File: src/rtl/reg_port_arbiter_if.sv
// Request/response bundle for one requester of the register-file arbiter.
// The requester owns the master side; the arbiter owns the slave side.
interface reg_port_arbiter_if #(
    parameter int ADDR_W = 4,
    parameter int DATA_W = 8
);
    logic              req;
    logic              we;
    logic [ADDR_W-1:0] addr;
    logic [DATA_W-1:0] wdata;
    logic              lock;
    logic              gnt;
    logic [DATA_W-1:0] rdata;
    logic              rvalid;

    modport master (
        output req, we, addr, wdata, lock,
        input  gnt, rdata, rvalid
    );

    modport slave (
        input  req, we, addr, wdata, lock,
        output gnt, rdata, rvalid
    );
endinterface

File: src/rtl/reg_port_arbiter.sv
// Single-port register-file controller: clears every register after reset,
// then serves requesters A and B round-robin with an optional priority lock.
module reg_port_arbiter #(
    parameter int NUM_REGS = 16,
    parameter int ADDR_W   = 4,
    parameter int DATA_W   = 8
) (
    input  logic              CLK,
    input  logic              RESET,
    reg_port_arbiter_if.slave a_port,
    reg_port_arbiter_if.slave b_port,
    output logic [ADDR_W-1:0] rf_reg_in,
    output logic [DATA_W-1:0] rf_data_in,
    output logic              rf_write_ctrl,
    input  logic [DATA_W-1:0] rf_data_out,
    output logic              clear_busy
);
    typedef enum logic {ST_CLEAR, ST_SERVE} state_t;

    localparam logic [ADDR_W-1:0] LAST_IDX = ADDR_W'(NUM_REGS - 1);

    state_t            state_q, state_d;
    logic [ADDR_W-1:0] cnt_q, cnt_d;
    logic              pri_q, pri_d;

    // Index 0 is requester A, index 1 is requester B.
    logic [1:0]        req_w, we_w, lock_w, gnt_w;
    logic [ADDR_W-1:0] addr_w  [2];
    logic [DATA_W-1:0] wdata_w [2];
    logic [DATA_W-1:0] rdata_q [2];
    logic              rvalid_q [2];

    assign req_w   = {b_port.req,  a_port.req};
    assign we_w    = {b_port.we,   a_port.we};
    assign lock_w  = {b_port.lock, a_port.lock};
    assign addr_w[0]  = a_port.addr;
    assign addr_w[1]  = b_port.addr;
    assign wdata_w[0] = a_port.wdata;
    assign wdata_w[1] = b_port.wdata;

    always_ff @(posedge CLK) begin
        if (RESET) begin
            state_q <= ST_CLEAR;
            cnt_q   <= '0;
            pri_q   <= 1'b0;
        end else begin
            state_q <= state_d;
            cnt_q   <= cnt_d;
            pri_q   <= pri_d;
        end
    end

    always_comb begin
        state_d = state_q;
        cnt_d   = cnt_q;
        pri_d   = pri_q;
        case (state_q)
            ST_CLEAR: begin
                cnt_d = cnt_q + ADDR_W'(1);
                if (cnt_q == LAST_IDX) begin
                    state_d = ST_SERVE;
                end
            end
            default: begin
                // A locked grant keeps priority; any other grant hands it over.
                if (gnt_w[0]) begin
                    pri_d = ~lock_w[0];
                end else if (gnt_w[1]) begin
                    pri_d = lock_w[1];
                end
            end
        endcase
    end

    always_comb begin
        gnt_w         = 2'b00;
        rf_reg_in     = '0;
        rf_data_in    = '0;
        rf_write_ctrl = 1'b0;
        clear_busy    = 1'b0;
        if (RESET) begin
            clear_busy = 1'b1;
        end else if (state_q == ST_CLEAR) begin
            clear_busy    = 1'b1;
            rf_reg_in     = cnt_q;
            rf_write_ctrl = 1'b1;
        end else begin
            gnt_w[0] = req_w[0] & (~req_w[1] | ~pri_q);
            gnt_w[1] = req_w[1] & (~req_w[0] |  pri_q);
            if (gnt_w[0]) begin
                rf_reg_in     = addr_w[0];
                rf_data_in    = wdata_w[0];
                rf_write_ctrl = we_w[0];
            end else if (gnt_w[1]) begin
                rf_reg_in     = addr_w[1];
                rf_data_in    = wdata_w[1];
                rf_write_ctrl = we_w[1];
            end
        end
    end

    generate
        for (genvar gi = 0; gi < 2; gi++) begin : g_rd
            logic              rvalid_d;
            logic [DATA_W-1:0] rdata_d;

            always_comb begin
                rvalid_d = gnt_w[gi] & ~we_w[gi];
                rdata_d  = rvalid_d ? rf_data_out : rdata_q[gi];
            end

            always_ff @(posedge CLK) begin
                if (RESET) begin
                    rvalid_q[gi] <= 1'b0;
                    rdata_q[gi]  <= '0;
                end else begin
                    rvalid_q[gi] <= rvalid_d;
                    rdata_q[gi]  <= rdata_d;
                end
            end
        end
    endgenerate

    assign a_port.gnt    = gnt_w[0];
    assign b_port.gnt    = gnt_w[1];
    assign a_port.rdata  = rdata_q[0];
    assign b_port.rdata  = rdata_q[1];
    assign a_port.rvalid = rvalid_q[0];
    assign b_port.rvalid = rvalid_q[1];
endmodule

File: src/flat_wrapper.sv
// flat-port wrapper written by rule: the top's interface ports become plain ports
module reg_port_arbiter_flat 
#(
    parameter int NUM_REGS = 16,
    parameter int ADDR_W   = 4,
    parameter int DATA_W   = 8
)
  (CLK, RESET, rf_reg_in, rf_data_in, rf_write_ctrl, rf_data_out, clear_busy, a_port_req, a_port_we, a_port_addr, a_port_wdata, a_port_lock, a_port_gnt, a_port_rdata, a_port_rvalid, b_port_req, b_port_we, b_port_addr, b_port_wdata, b_port_lock, b_port_gnt, b_port_rdata, b_port_rvalid);
  reg_port_arbiter_if #(.ADDR_W(ADDR_W), .DATA_W(DATA_W)) a_port_i ();
  reg_port_arbiter_if #(.ADDR_W(ADDR_W), .DATA_W(DATA_W)) b_port_i ();
  input  logic CLK;
  input  logic RESET;
  output logic [ADDR_W-1:0] rf_reg_in;
  output logic [DATA_W-1:0] rf_data_in;
  output logic rf_write_ctrl;
  input  logic [DATA_W-1:0] rf_data_out;
  output logic clear_busy;
  input wire logic [$bits(a_port_i.req)-1:0] a_port_req;
  input wire logic [$bits(a_port_i.we)-1:0] a_port_we;
  input wire logic [$bits(a_port_i.addr)-1:0] a_port_addr;
  input wire logic [$bits(a_port_i.wdata)-1:0] a_port_wdata;
  input wire logic [$bits(a_port_i.lock)-1:0] a_port_lock;
  output wire logic [$bits(a_port_i.gnt)-1:0] a_port_gnt;
  output wire logic [$bits(a_port_i.rdata)-1:0] a_port_rdata;
  output wire logic [$bits(a_port_i.rvalid)-1:0] a_port_rvalid;
  input wire logic [$bits(b_port_i.req)-1:0] b_port_req;
  input wire logic [$bits(b_port_i.we)-1:0] b_port_we;
  input wire logic [$bits(b_port_i.addr)-1:0] b_port_addr;
  input wire logic [$bits(b_port_i.wdata)-1:0] b_port_wdata;
  input wire logic [$bits(b_port_i.lock)-1:0] b_port_lock;
  output wire logic [$bits(b_port_i.gnt)-1:0] b_port_gnt;
  output wire logic [$bits(b_port_i.rdata)-1:0] b_port_rdata;
  output wire logic [$bits(b_port_i.rvalid)-1:0] b_port_rvalid;
  assign a_port_i.req = a_port_req;
  assign a_port_i.we = a_port_we;
  assign a_port_i.addr = a_port_addr;
  assign a_port_i.wdata = a_port_wdata;
  assign a_port_i.lock = a_port_lock;
  assign a_port_gnt = a_port_i.gnt;
  assign a_port_rdata = a_port_i.rdata;
  assign a_port_rvalid = a_port_i.rvalid;
  assign b_port_i.req = b_port_req;
  assign b_port_i.we = b_port_we;
  assign b_port_i.addr = b_port_addr;
  assign b_port_i.wdata = b_port_wdata;
  assign b_port_i.lock = b_port_lock;
  assign b_port_gnt = b_port_i.gnt;
  assign b_port_rdata = b_port_i.rdata;
  assign b_port_rvalid = b_port_i.rvalid;
  reg_port_arbiter #(.NUM_REGS(NUM_REGS), .ADDR_W(ADDR_W), .DATA_W(DATA_W)) u_core (.CLK(CLK), .RESET(RESET), .a_port(a_port_i), .b_port(b_port_i), .rf_reg_in(rf_reg_in), .rf_data_in(rf_data_in), .rf_write_ctrl(rf_write_ctrl), .rf_data_out(rf_data_out), .clear_busy(clear_busy));
endmodule
File: config.mk
export PLATFORM = sky130hd
export DESIGN_NAME = reg_port_arbiter_flat
export DESIGN_NICKNAME = d
export VERILOG_FILES = /design/src/rtl/reg_port_arbiter_if.sv /design/src/rtl/reg_port_arbiter.sv /design/src/flat_wrapper.sv
export SDC_FILE = /design/constraint.sdc
export NUM_CORES = 1
export LEC_CHECK = 0
export CORE_ASPECT_RATIO = 0.75
export CORE_MARGIN = 1.5
export CORE_UTILIZATION = 33
export DETAILED_ROUTE_END_ITERATION = 16
export PLACE_DENSITY_LB_ADDON = 0.08
export SLEW_MARGIN = 25
export SYNTH_ARGS = -nofsm -noshare
export SYNTH_HDL_FRONTEND = slang
export SYNTH_SLANG_ARGS = --single-unit
File: constraint.sdc
create_clock -name CLK -period 1.2 [get_ports CLK]
set_input_delay 0.24 -clock CLK [delete_from_list [all_inputs] [get_ports CLK]]
set_output_delay 0.24 -clock CLK [all_outputs]
set_load 0.05 [all_outputs]
==> flow_summary_export.csv <==
group,metric,value,unit
timing,period_minus_slack,1800,ps
final_layout,layout-drive-gt1-share,54.2,%
worst_hold_path,hold_path_depth,3,
timing,slew_headroom,77.7,%
grt,grt_pass1_vias,1429,
routing,via_per_inst,5.58,
place,place_congestion,0.769,
timing,final-setup-viol-count,39,
die,rows,18,
clocking,cts_tree,"built",
place,place_ws,-744,ps
routing,ant_nets,0,
die,io_pins,74,
worst_setup_path,reg2reg_depth,9,
final_layout,fin_nets,267,
grt,grt_max_degree,16,
routing,vias,1480,
clocking,htreeDepth,1,
status,violations,"negative setup slack",
place,port_buffers,73,
synthesis,ys_warn_count,0,
worst_setup_path,cp_slowest_stage_delay,380,ps
clocking,clock_sinks,24,
synthesis,syn_avg_cell_area,9.72,µm²
grt,antenna_found_initial,0,
synthesis,synth_seq_cells,24,
synthesis,syn-cell-area,1200,µm²
die,die_x,72.5,µm
timing,hold_viol_final,0,
grt,grt_usage,25.6,%
clocking,cts_root_buffer,"clkbuf_8",
final_layout,antenna_cells,0,
clocking,clock_latency,260,ps
final_layout,area_growth,149,%
synthesis,synth_edf_count,0,
status,status,"complete, but fails checks",
worst_setup_path,start_kind,"flop",
worst_setup_path,crit_required,960,ps
routing,routedWlPerCell,22.7,µm
clocking,postCtsHoldBufs,0,
worst_setup_path,crit_buf_inv,2,
worst_setup_path,critPathArrivalTime,1560,ps
worst_hold_path,hold_path_class,"input pin to flop",
worst_setup_path,ff2ff_setup_slack,-400,ps
clocking,clkTransAtPathRegs,80,ps
worst_setup_path,path_depth,5,
final_layout,final_area,2980,µm²
timing,clock_skew,6.31,ps
timing,maxClockFrequency,0.554,GHz
power,peakVddDrop,0.964,mV
synthesis,synthDistinctLibCells,34,
die,dieArea,4000,µm²
place,placed_area,2540,µm²
timing,holdWs,521,ps
die,initial_core_util,35.4,%
synthesis,syn_inst,123,
grt,grt.overflow.total,0,
timing,slew_viol_final,0,
routing,wl,6020,µm
synthesis,ys_async_sr_fraction,0,%
place,dp_hpwl,3380,µm
die,core-area,3380,µm²
job,max_cap_viol_count,0,
worst_setup_path,crit_chain,"nand2b_4 -> nor3b_4 -> buf_6 -> a22o_4 -> buf_12",
grt,grt_pass1_wl,7510,µm
synthesis,yosys_most_used_dff,"dfxtp_1",
timing,setup_slack,-604,ps
die,die_h,55.1,µm
timing,fin_crit_sh,150,%
worst_setup_path,slowest_stage,"dfxtp_4",
routing,drt_iter0_markers,104,
routing,drt-pass1-iter-count,4,
power,total_power,1.94,mW
synthesis,synth_fp_nets,164,
clocking,cts_made_buffers,3,
worst_setup_path,worstPathMaxFanout,8,
power,cellLeakagePower,1.19,nW
timing,rsz0062_at_grt,"true",
final_layout,final_cell_mix,"clkdlybuf4s50_1 (35), buf_12 (35), dfxtp_1 (22), buf_6 (15), buf_4 (15)",
routing,drc_errors,0,
worst_setup_path,critPathTopFamily,"simple AND/OR/NAND/NOR gates",
worst_setup_path,end_kind,"output port",
timing,tightest_slew,334,ps
worst_setup_path,crit_type,"flop to output port",
synthesis,ys_seq_area_share,40.2,%
clocking,clk_path_buf_depth,2,
final_layout,final_util,88.1,%
power,power.density,651,nW/µm²
-- registers in the layout (all words and copies together), names as in the netlist --
register	count
u_core.rdata_q	16
u_core.cnt_q	4
u_core.rvalid_q	2
u_core.pri_q	1
u_core.state_q	1
-- stage by stage --
step / setup TNS [ps] / instances
floorplan: -8340 / 123
global placement: -21030 / 250
detailed placement: -22090 / 250
CTS: -9150 / 257
global route: -15060 / 265
finish: -13790 / 265
-- routing by layer --
metal	wire, µm	vias up	global-route usage [%]
li1	-	663	-
met1	2430	724	30.2
met2	3040	77	46.8
met3	393	16	7.25
met4	146	0	6.60
met5	0	-	0
-- cells by family after synthesis --
logic type	count (synthesis)	share of synthesized area, %
AO/OA/AOI/OAI	32	19.8
XOR/XNOR	3	2.20
adder cells (fa/ha/maj)	1	1.05
buffers and inverters	10	4.60
flip-flops	24	40.2
multiplexers	9	8.37
AND/OR/NAND/NOR	44	23.8
-- worst reg2reg max path, cell delays in order, from the launching register on --
cell and delay, ps:
dfxtp_4 370, buf_6 140, buf_6 110, buf_6 100, buf_6 100, buf_6 110
buf_6 130, nand4b_1 180, xor2_1 180, nor2_1 70
-- power by group --
group          leakage, nW  switching [mW]  internal (mW)
clock               0.0357           0.259          0.446
combinational        0.958           0.195          0.232
sequential           0.195         0.00582          0.800
total                 1.19           0.459           1.48
-- synth_stat cells, types with 2 or more instances --
master    instances  area (µm²)
nor2_1            8        30.0
a32oi_1           4        35.0
buf_2             5        25.0
a211oi_1          3        22.5
nor3b_2           2        25.0
xor2_1            2        17.5
nand2b_1         10        62.6
mux2_2            8        90.1
o21ai_0           9        45.0
a22o_1            8        70.1
nand3_1           8        40.0
inv_1             2        7.51
a21oi_1           2        10.0
nor2b_1           9        56.3
dfxtp_1          24         480
-- worst paths after layout --
check,from,to
setup / recovery,u_core.pri_q$_SDFFE_PP0P_,rf_data_in[5]
hold / removal,a_port_we,u_core.rvalid_q[0]$_SDFF_PP0_
setup reg to reg,u_core.state_q$_SDFF_PP0_,u_core.cnt_q[3]$_SDFFE_PP0N_
hold reg to reg,u_core.rdata_q[0][2]$_SDFFE_PP0P_,u_core.rdata_q[0][2]$_SDFFE_PP0P_
-- final cells by class --
cell class | instances | area, µm²
clock buffers | 3 | 41.3
well taps | 40 | 50.0
clock inverters | 1 | 30.0
repair buffers | 104 | 1370
fillers | 148 | 403
inverters | 2 | 7.51
multi-input cells | 91 | 987
flip-flops and latches | 24 | 488
-- what timing repair did --
item / CTS / global route
gates resized for setup: 38 / 28
gates cloned: 2 / 0
pin swaps: 18 / 7
buffers inserted: 3 / 9
setup endpoints to repair: 36 / 36
No activity file was read; power rests on OpenSTA's default activity.
